### src/rtl/nibble_bus_ctrl.sv
// nibble_bus_ctrl: sequences one-hot out_en/load strobes on a shared 4-bit nibble bus.
// Define NIBBLE_BUS_TURN_EN to add an idle turnaround cycle after every command.
module nibble_bus_ctrl #(
  parameter int NUM_REGS = 4,
  parameter int IDX_W    = 3
) (
  input  logic                i_clk,
  input  logic                i_rst_n,
  input  logic                i_req,
  input  logic [1:0]          i_op,
  input  logic [IDX_W-1:0]    i_src,
  input  logic [IDX_W-1:0]    i_dst,
  input  logic [3:0]          i_ext_data,
  input  logic [3:0]          i_bus_in,
  output logic                o_ack,
  output logic                o_busy,
  output logic                o_done,
  output logic                o_err,
  output logic [NUM_REGS-1:0] o_load,
  output logic [NUM_REGS-1:0] o_out_en,
  output logic                o_drv_en,
  output logic [3:0]          o_drv_data,
  output logic [3:0]          o_rd_data
);

  typedef enum logic [2:0] {
    ST_IDLE,
    ST_DRIVE,
    ST_LATCH,
    ST_RELEASE,
    ST_TURN
  } state_t;

  localparam logic [1:0] OP_MOVE  = 2'b00;
  localparam logic [1:0] OP_WRITE = 2'b01;
  localparam logic [1:0] OP_READ  = 2'b10;
  localparam logic [1:0] OP_CLEAR = 2'b11;

  state_t              r_state;
  state_t              w_state_next;

  logic [1:0]          r_op;
  logic [IDX_W-1:0]    r_src;
  logic [IDX_W-1:0]    r_dst;
  logic [3:0]          r_ext;
  logic                r_cmd_err;

  logic                r_ack;
  logic                r_busy;
  logic                r_done;
  logic                r_err;
  logic [NUM_REGS-1:0] r_load;
  logic [NUM_REGS-1:0] r_out_en;
  logic                r_drv_en;
  logic [3:0]          r_drv_data;
  logic [3:0]          r_rd_data;
  logic                r_rd_cap;

  logic                w_accept;
  logic                w_src_bad;
  logic                w_dst_bad;
  logic                w_cmd_err;
  logic [NUM_REGS-1:0] w_src_hot;
  logic [NUM_REGS-1:0] w_dst_hot;
  logic                w_src_path;
  logic                w_drive_phase;
  logic                w_ack_next;
  logic                w_busy_next;
  logic                w_done_next;
  logic                w_err_next;
  logic [NUM_REGS-1:0] w_load_next;
  logic [NUM_REGS-1:0] w_out_en_next;
  logic                w_drv_en_next;
  logic [3:0]          w_drv_data_next;
  logic                w_rd_cap_next;

  // Validation looks at the live command inputs so the error decision is made at accept.
  assign w_src_bad = ((i_op == OP_MOVE) || (i_op == OP_READ)) && (32'(i_src) >= NUM_REGS);
  assign w_dst_bad = (i_op != OP_READ) && (32'(i_dst) >= NUM_REGS);
  assign w_cmd_err = w_src_bad || w_dst_bad || ((i_op == OP_MOVE) && (i_src == i_dst));

  for (genvar gi = 0; gi < NUM_REGS; gi++) begin : g_hot
    assign w_src_hot[gi] = (32'(r_src) == gi);
    assign w_dst_hot[gi] = (32'(r_dst) == gi);
  end

  assign w_src_path = (r_op == OP_MOVE) || (r_op == OP_READ);

  // Strobes are registered from the current state, so each phase reaches the pins
  // one cycle after the state register enters it.
  always_comb begin
    w_state_next    = r_state;
    w_accept        = 1'b0;
    w_ack_next      = 1'b0;
    w_busy_next     = 1'b0;
    w_done_next     = 1'b0;
    w_err_next      = 1'b0;
    w_load_next     = '0;
    w_out_en_next   = '0;
    w_drv_en_next   = 1'b0;
    w_drv_data_next = 4'b0000;
    w_rd_cap_next   = 1'b0;
    w_drive_phase   = (r_state == ST_DRIVE) || (r_state == ST_LATCH);

    case (r_state)
      ST_IDLE: begin
        if (i_req) begin
          w_accept     = 1'b1;
          w_state_next = w_cmd_err ? ST_RELEASE : ST_DRIVE;
        end
      end
      ST_DRIVE:   w_state_next = ST_LATCH;
      ST_LATCH:   w_state_next = ST_RELEASE;
      ST_RELEASE: begin
`ifdef NIBBLE_BUS_TURN_EN
        w_state_next = ST_TURN;
`else
        w_state_next = ST_IDLE;
`endif
      end
      ST_TURN:    w_state_next = ST_IDLE;
      default:    w_state_next = ST_IDLE;
    endcase

    w_ack_next  = w_accept;
    w_busy_next = w_accept || (r_state != ST_IDLE);
    w_done_next = (r_state == ST_RELEASE);
    w_err_next  = (r_state == ST_RELEASE) && r_cmd_err;

    if (w_drive_phase) begin
      if (w_src_path) begin
        w_out_en_next = w_src_hot;
      end else begin
        w_drv_en_next   = 1'b1;
        w_drv_data_next = (r_op == OP_WRITE) ? r_ext : 4'b0000;
      end
    end

    if (r_state == ST_LATCH) begin
      if (r_op == OP_READ) begin
        w_rd_cap_next = 1'b1;
      end else begin
        w_load_next = w_dst_hot;
      end
    end
  end

  always_ff @(posedge i_clk or negedge i_rst_n) begin
    if (!i_rst_n) begin
      r_state   <= ST_IDLE;
      r_op      <= OP_MOVE;
      r_src     <= '0;
      r_dst     <= '0;
      r_ext     <= 4'b0000;
      r_cmd_err <= 1'b0;
    end else begin
      r_state <= w_state_next;
      if (w_accept) begin
        r_op      <= i_op;
        r_src     <= i_src;
        r_dst     <= i_dst;
        r_ext     <= i_ext_data;
        r_cmd_err <= w_cmd_err;
      end
    end
  end

  always_ff @(posedge i_clk or negedge i_rst_n) begin
    if (!i_rst_n) begin
      r_ack      <= 1'b0;
      r_busy     <= 1'b0;
      r_done     <= 1'b0;
      r_err      <= 1'b0;
      r_load     <= '0;
      r_out_en   <= '0;
      r_drv_en   <= 1'b0;
      r_drv_data <= 4'b0000;
      r_rd_cap   <= 1'b0;
      r_rd_data  <= 4'b0000;
    end else begin
      r_ack      <= w_ack_next;
      r_busy     <= w_busy_next;
      r_done     <= w_done_next;
      r_err      <= w_err_next;
      r_load     <= w_load_next;
      r_out_en   <= w_out_en_next;
      r_drv_en   <= w_drv_en_next;
      r_drv_data <= w_drv_data_next;
      r_rd_cap   <= w_rd_cap_next;
      // The source is still on the bus during the cycle r_rd_cap is high.
      if (r_rd_cap) begin
        r_rd_data <= i_bus_in;
      end
    end
  end

  assign o_ack      = r_ack;
  assign o_busy     = r_busy;
  assign o_done     = r_done;
  assign o_err      = r_err;
  assign o_load     = r_load;
  assign o_out_en   = r_out_en;
  assign o_drv_en   = r_drv_en;
  assign o_drv_data = r_drv_data;
  assign o_rd_data  = r_rd_data;

endmodule

### config.mk
export PLATFORM = sky130hd
export DESIGN_NAME = nibble_bus_ctrl
export DESIGN_NICKNAME = d
export VERILOG_FILES = /design/src/rtl/nibble_bus_ctrl.sv
export SDC_FILE = /design/constraint.sdc
export NUM_CORES = 1
export LEC_CHECK = 0
export ABC_AREA = 1
export CAP_MARGIN = 20
export CELL_PAD_IN_SITES_DETAIL_PLACEMENT = 1
export CELL_PAD_IN_SITES_GLOBAL_PLACEMENT = 1
export CORE_AREA = 2 2 68 64
export DETAILED_ROUTE_END_ITERATION = 6
export DIE_AREA = 0 0 70 66
export MAX_ROUTING_LAYER = met4
export PLACE_DENSITY_LB_ADDON = 0.2
export SLEW_MARGIN = 20
export SYNTH_ARGS = -nofsm -noshare
export SYNTH_HDL_FRONTEND = slang
export SYNTH_SLANG_ARGS = --single-unit
### constraint.sdc
create_clock -name i_clk -period 1.7 [get_ports i_clk]
set_input_delay 0.34 -clock i_clk [delete_from_list [all_inputs] [get_ports i_clk]]
set_output_delay 0.34 -clock i_clk [all_outputs]
set_load 0.02 [all_outputs]
==> reports/metrics.csv, run 1 <==
stage,metric,value,unit
yosys,post-synth cell types,16,
global_route,first-pass GRT wire length,5.29,mm
cts,clock sink total,37,
timing,RSZ-0062 raised after global routing,false,
route,Initial DRT Pass Iterations,4,
cts,CTS resizes,0,
layout,final instance area,0.00197,mm2
setup_path,Crit path required time,1.36,ns
setup_path,CP peak stage delay,0.60,ns
cts,CTS tree,built,
setup_path,reg2reg end,r_op[1]$_DFFE_PN0P_,
die,die width,70,um
setup_path,Reg2Reg Depth,6,
job,Max Cap Violations,0,
layout,antenna cells,0,
setup_path,critical path type,reg -> out,
die,die area,0.00462,mm2
global_route,Total GRT Usage,0.155,
setup_path,CP arrival,1.23,ns
placement,I/O Buffers,39,
layout,layout cells sized above 1,0.0725,
yosys,largest family of logic cells by synthesized area,simple AND/OR/NAND/NOR gates,
setup_path,"delay-heaviest family, CP",buffers and inverters,
cts,H-tree Lvls,2,
placement,DP HPWL,2.33,mm
timing,Slew Limit Headroom,0.699,
yosys,Simple-Gate Fraction of Synth Area,0.205,
yosys,Synth Area in Adders,0.0262,
cts,clock latency on the worst-skew pair,0.29,ns
timing,"Min Clock Period, post-route",1.57,ns
setup_path,Worst Setup Start Kind,flop,
route,Final ANT Viol Nets,0,
setup_path,R2R Path Start,r_state[1]$_DFFE_PN0P_,
placement,Final Wtd Congestion,0.742,
timing,worst slew pin tran,0.452,ns
route,routed len/inst,12.4,um
yosys,mux share of post-synthesis cell area,0.0315,
die,io pins,40,
global_route,antenna violations before repair,0,
cts,deepest clock path buffer count,2,
cts,Inserted Clock Buffers,5,
route,Vias,1108,
yosys,"FF+latch count, synth",37,
die,Vert. Die Dim,66,um
timing,Final Max Tran Viols,0,
timing,Post-Route Skew,0.00516,ns
yosys,"Seq/Total Area, Yosys",0.647,
setup_path,flop-to-flop setup slack,0.33,ns
hold_path,type of the worst min-delay path,in -> async,
route,total wire length,3.00,mm
route,Via-to-Cell Ratio,4.60,
yosys,Post-Synthesis Cells,146,
global_route,GR Overflow Total,0,
pwr,leakage power total,0.000978,uW
timing,final hold vios,0,
cts,Post-CTS Hold Fix Bufs,0,
setup_path,crit-path max FO,2,
yosys,xor and xnor area share after synthesis,0,
placement,Post-Place Cell Area,0.00188,mm2
timing,setup TNS,0,ns
die,# rows,22,
setup_path,slowest CP cell,clkdlybuf4s50_1,
timing,Final setup viols,0,
yosys,Synth Warn #,0,
setup_path,Setup crit end kind,output port,
layout,area delta synth->final,37.4,%
timing,maximum clock frequency,637,MHz
run_status,status,"finished, final reports clean",
route,Post-route DRC,0,
cts,Post-CTS Setup Bufs,0,
cts,Root Buffer,clkbuf_8,
cts,Worst-path clk slew,0.07,ns
die,initial core utilization,0.366,
global_route,pin count of the biggest net entering global routing,38,
route,Iter 0 DRT Violations,55,
setup_path,CP Buf/Inv Count,1,
setup_path,CP Cell Sequence,clkdlybuf4s50_1,
global_route,vias in the first global route,1119,
pwr,PD cells,1630,mW/mm2
yosys,syn_nets,168,
pwr,peak supply drop,520,uV
setup_path,Worst Setup SP,o_rd_data[2]$_DFFE_PN0P_,
yosys,Compound-Gate Fraction of Synth Area,0.0367,
layout,final net count,214,
yosys,"Avg Cell Area, Syn",9.80,um2
yosys,Post-Syn Area,0.00143,mm2
timing,fin crit share,0.924,
die,CORE AREA,0.00391,mm2
## where the power goes
| group | leakage [uW] | switching, uW | total (uW) | internal, uW |
|---|---|---|---|---|
| clock | 0.0000450 | 292 | 575 | 284 |
| combinational | 0.000456 | 680 | 1230 | 545 |
| sequential | 0.000476 | 202 | 1410 | 1210 |
## how the worst max path moves through the flow
stage                                         to  slack, ns  cells past startpoint
after detailed placement  r_state[1]$_DFFE_PN0P_       0.15                     11
after floorplan            r_cmd_err$_DFFE_PN0P_       0.55                      6
after global placement    r_state[1]$_DFFE_PN0P_       0.18                     11
after CTS                           o_rd_data[2]       0.11                      1
final                               o_rd_data[2]       0.13                      1
after global routing                o_rd_data[2]       0.06                      1
## flip-flops by register name, summed over array words and instances (netlist names)
name,count
r_state,2
o_busy,1
r_op,2
o_ack,1
r_src,3
o_drv_data,4
o_done,1
r_ext,4
o_drv_en,1
r_cmd_err,1
r_rd_cap,1
r_dst,3
o_out_en,4
o_err,1
o_rd_data,4
o_load,4
## per-stage QoR
stage | power, uW | worst slack, ns | hold WS [ns] | instances | util
6_report | 3210 | 0.129 | 0.474 | 241 | 0.503
5_1_grt | 3470 | 0.0628 | 0.524 | 241 | 0.503
4_1_cts | 3270 | 0.106 | 0.482 | 241 | 0.503
3_5_place_dp | 2680 | 0.149 | 0.472 | 233 | 0.482
3_3_place_gp | 2620 | 0.179 | 0.476 | 233 | 0.482
2_1_floorplan | 2120 | 0.550 | 0.0444 | 146 | -
## cell families after synthesis
logic type                 count (synthesis)
and+or+nand+nor                           72
muxes                                      4
buffers and inverters                     20
adders and majority gates                  3
DFF                                       37
AOI/OAI and AO/OA                         10
## cell usage after synthesis, drive strengths merged
cell | n | area, um2
inv | 19 | 71.3
buf | 1 | 5.00
o21ai | 9 | 45.0
nor3 | 6 | 30.0
and3 | 1 | 6.26
nand2 | 49 | 186
nand3 | 2 | 10.0
nor4 | 2 | 12.5
mux2 | 4 | 45.0
dfrtp | 37 | 926
a22oi | 1 | 7.51
nor2 | 11 | 41.3
ha | 3 | 37.5
nand3b | 1 | 7.51
## layer usage
metal / track usage / wire length (um) / part of all wire
met1: 0.182 / 1330 / 0.44
met2: 0.242 / 1430 / 0.48
met3: 0.0579 / 200 / 0.067
met4: 0.0649 / 38 / 0.013
met5: - / 0 / 0
## worst reg2reg max path: stages, from the launching register on
cell and delay [ns]:
dfrtp_1 0.40, inv_1 0.06, ha_1 0.22, nand2_2 0.27, inv_2 0.15, nand2_1 0.08, o21ai_0 0.07
## cells in the final DEF, fill, tap and decap left out, types with 2 or more instances in the layout
master,instances
nand2_1,48
ha_1,3
o21ai_0,9
clkbuf_8,5
mux2_2,4
nor2_1,11
nor3_1,6
clkdlybuf4s50_1,39
nor4_1,2
clkinv_2,2
inv_1,18
dfrtp_1,37
nand3_1,2
## cell type report
class,instances,area [um2]
timing repair buffer,40,398
fill,434,1940
inverter,19,71.3
multi-input combinational,89,429
sequential,37,926
tap,48,60.1
clock buffer,6,72.6
clock inverter,2,10.0
(Power assumes the default switching activity.)
==> run 2, diff against run 1 <==
--- a/config.mk
+++ b/config.mk
@@ -14,7 +14,6 @@
 export DIE_AREA = 0 0 70 66
 export MAX_ROUTING_LAYER = met4
 export PLACE_DENSITY_LB_ADDON = 0.2
-export SLEW_MARGIN = 20
 export SYNTH_ARGS = -nofsm -noshare
 export SYNTH_HDL_FRONTEND = slang
 export SYNTH_SLANG_ARGS = --single-unit
==> results of run 2 <==
Final layout, timing and power as in run 1 (identical DEF).
==> run 3, diff against run 2 <==
--- a/config.mk
+++ b/config.mk
@@ -14,6 +14,7 @@
 export DIE_AREA = 0 0 70 66
 export MAX_ROUTING_LAYER = met4
 export PLACE_DENSITY_LB_ADDON = 0.2
+export SLEW_MARGIN = 20
 export SYNTH_ARGS = -nofsm -noshare
 export SYNTH_HDL_FRONTEND = slang
 export SYNTH_SLANG_ARGS = --single-unit
==> results of run 3 <==
Final layout, timing and power as in run 1 (identical DEF).
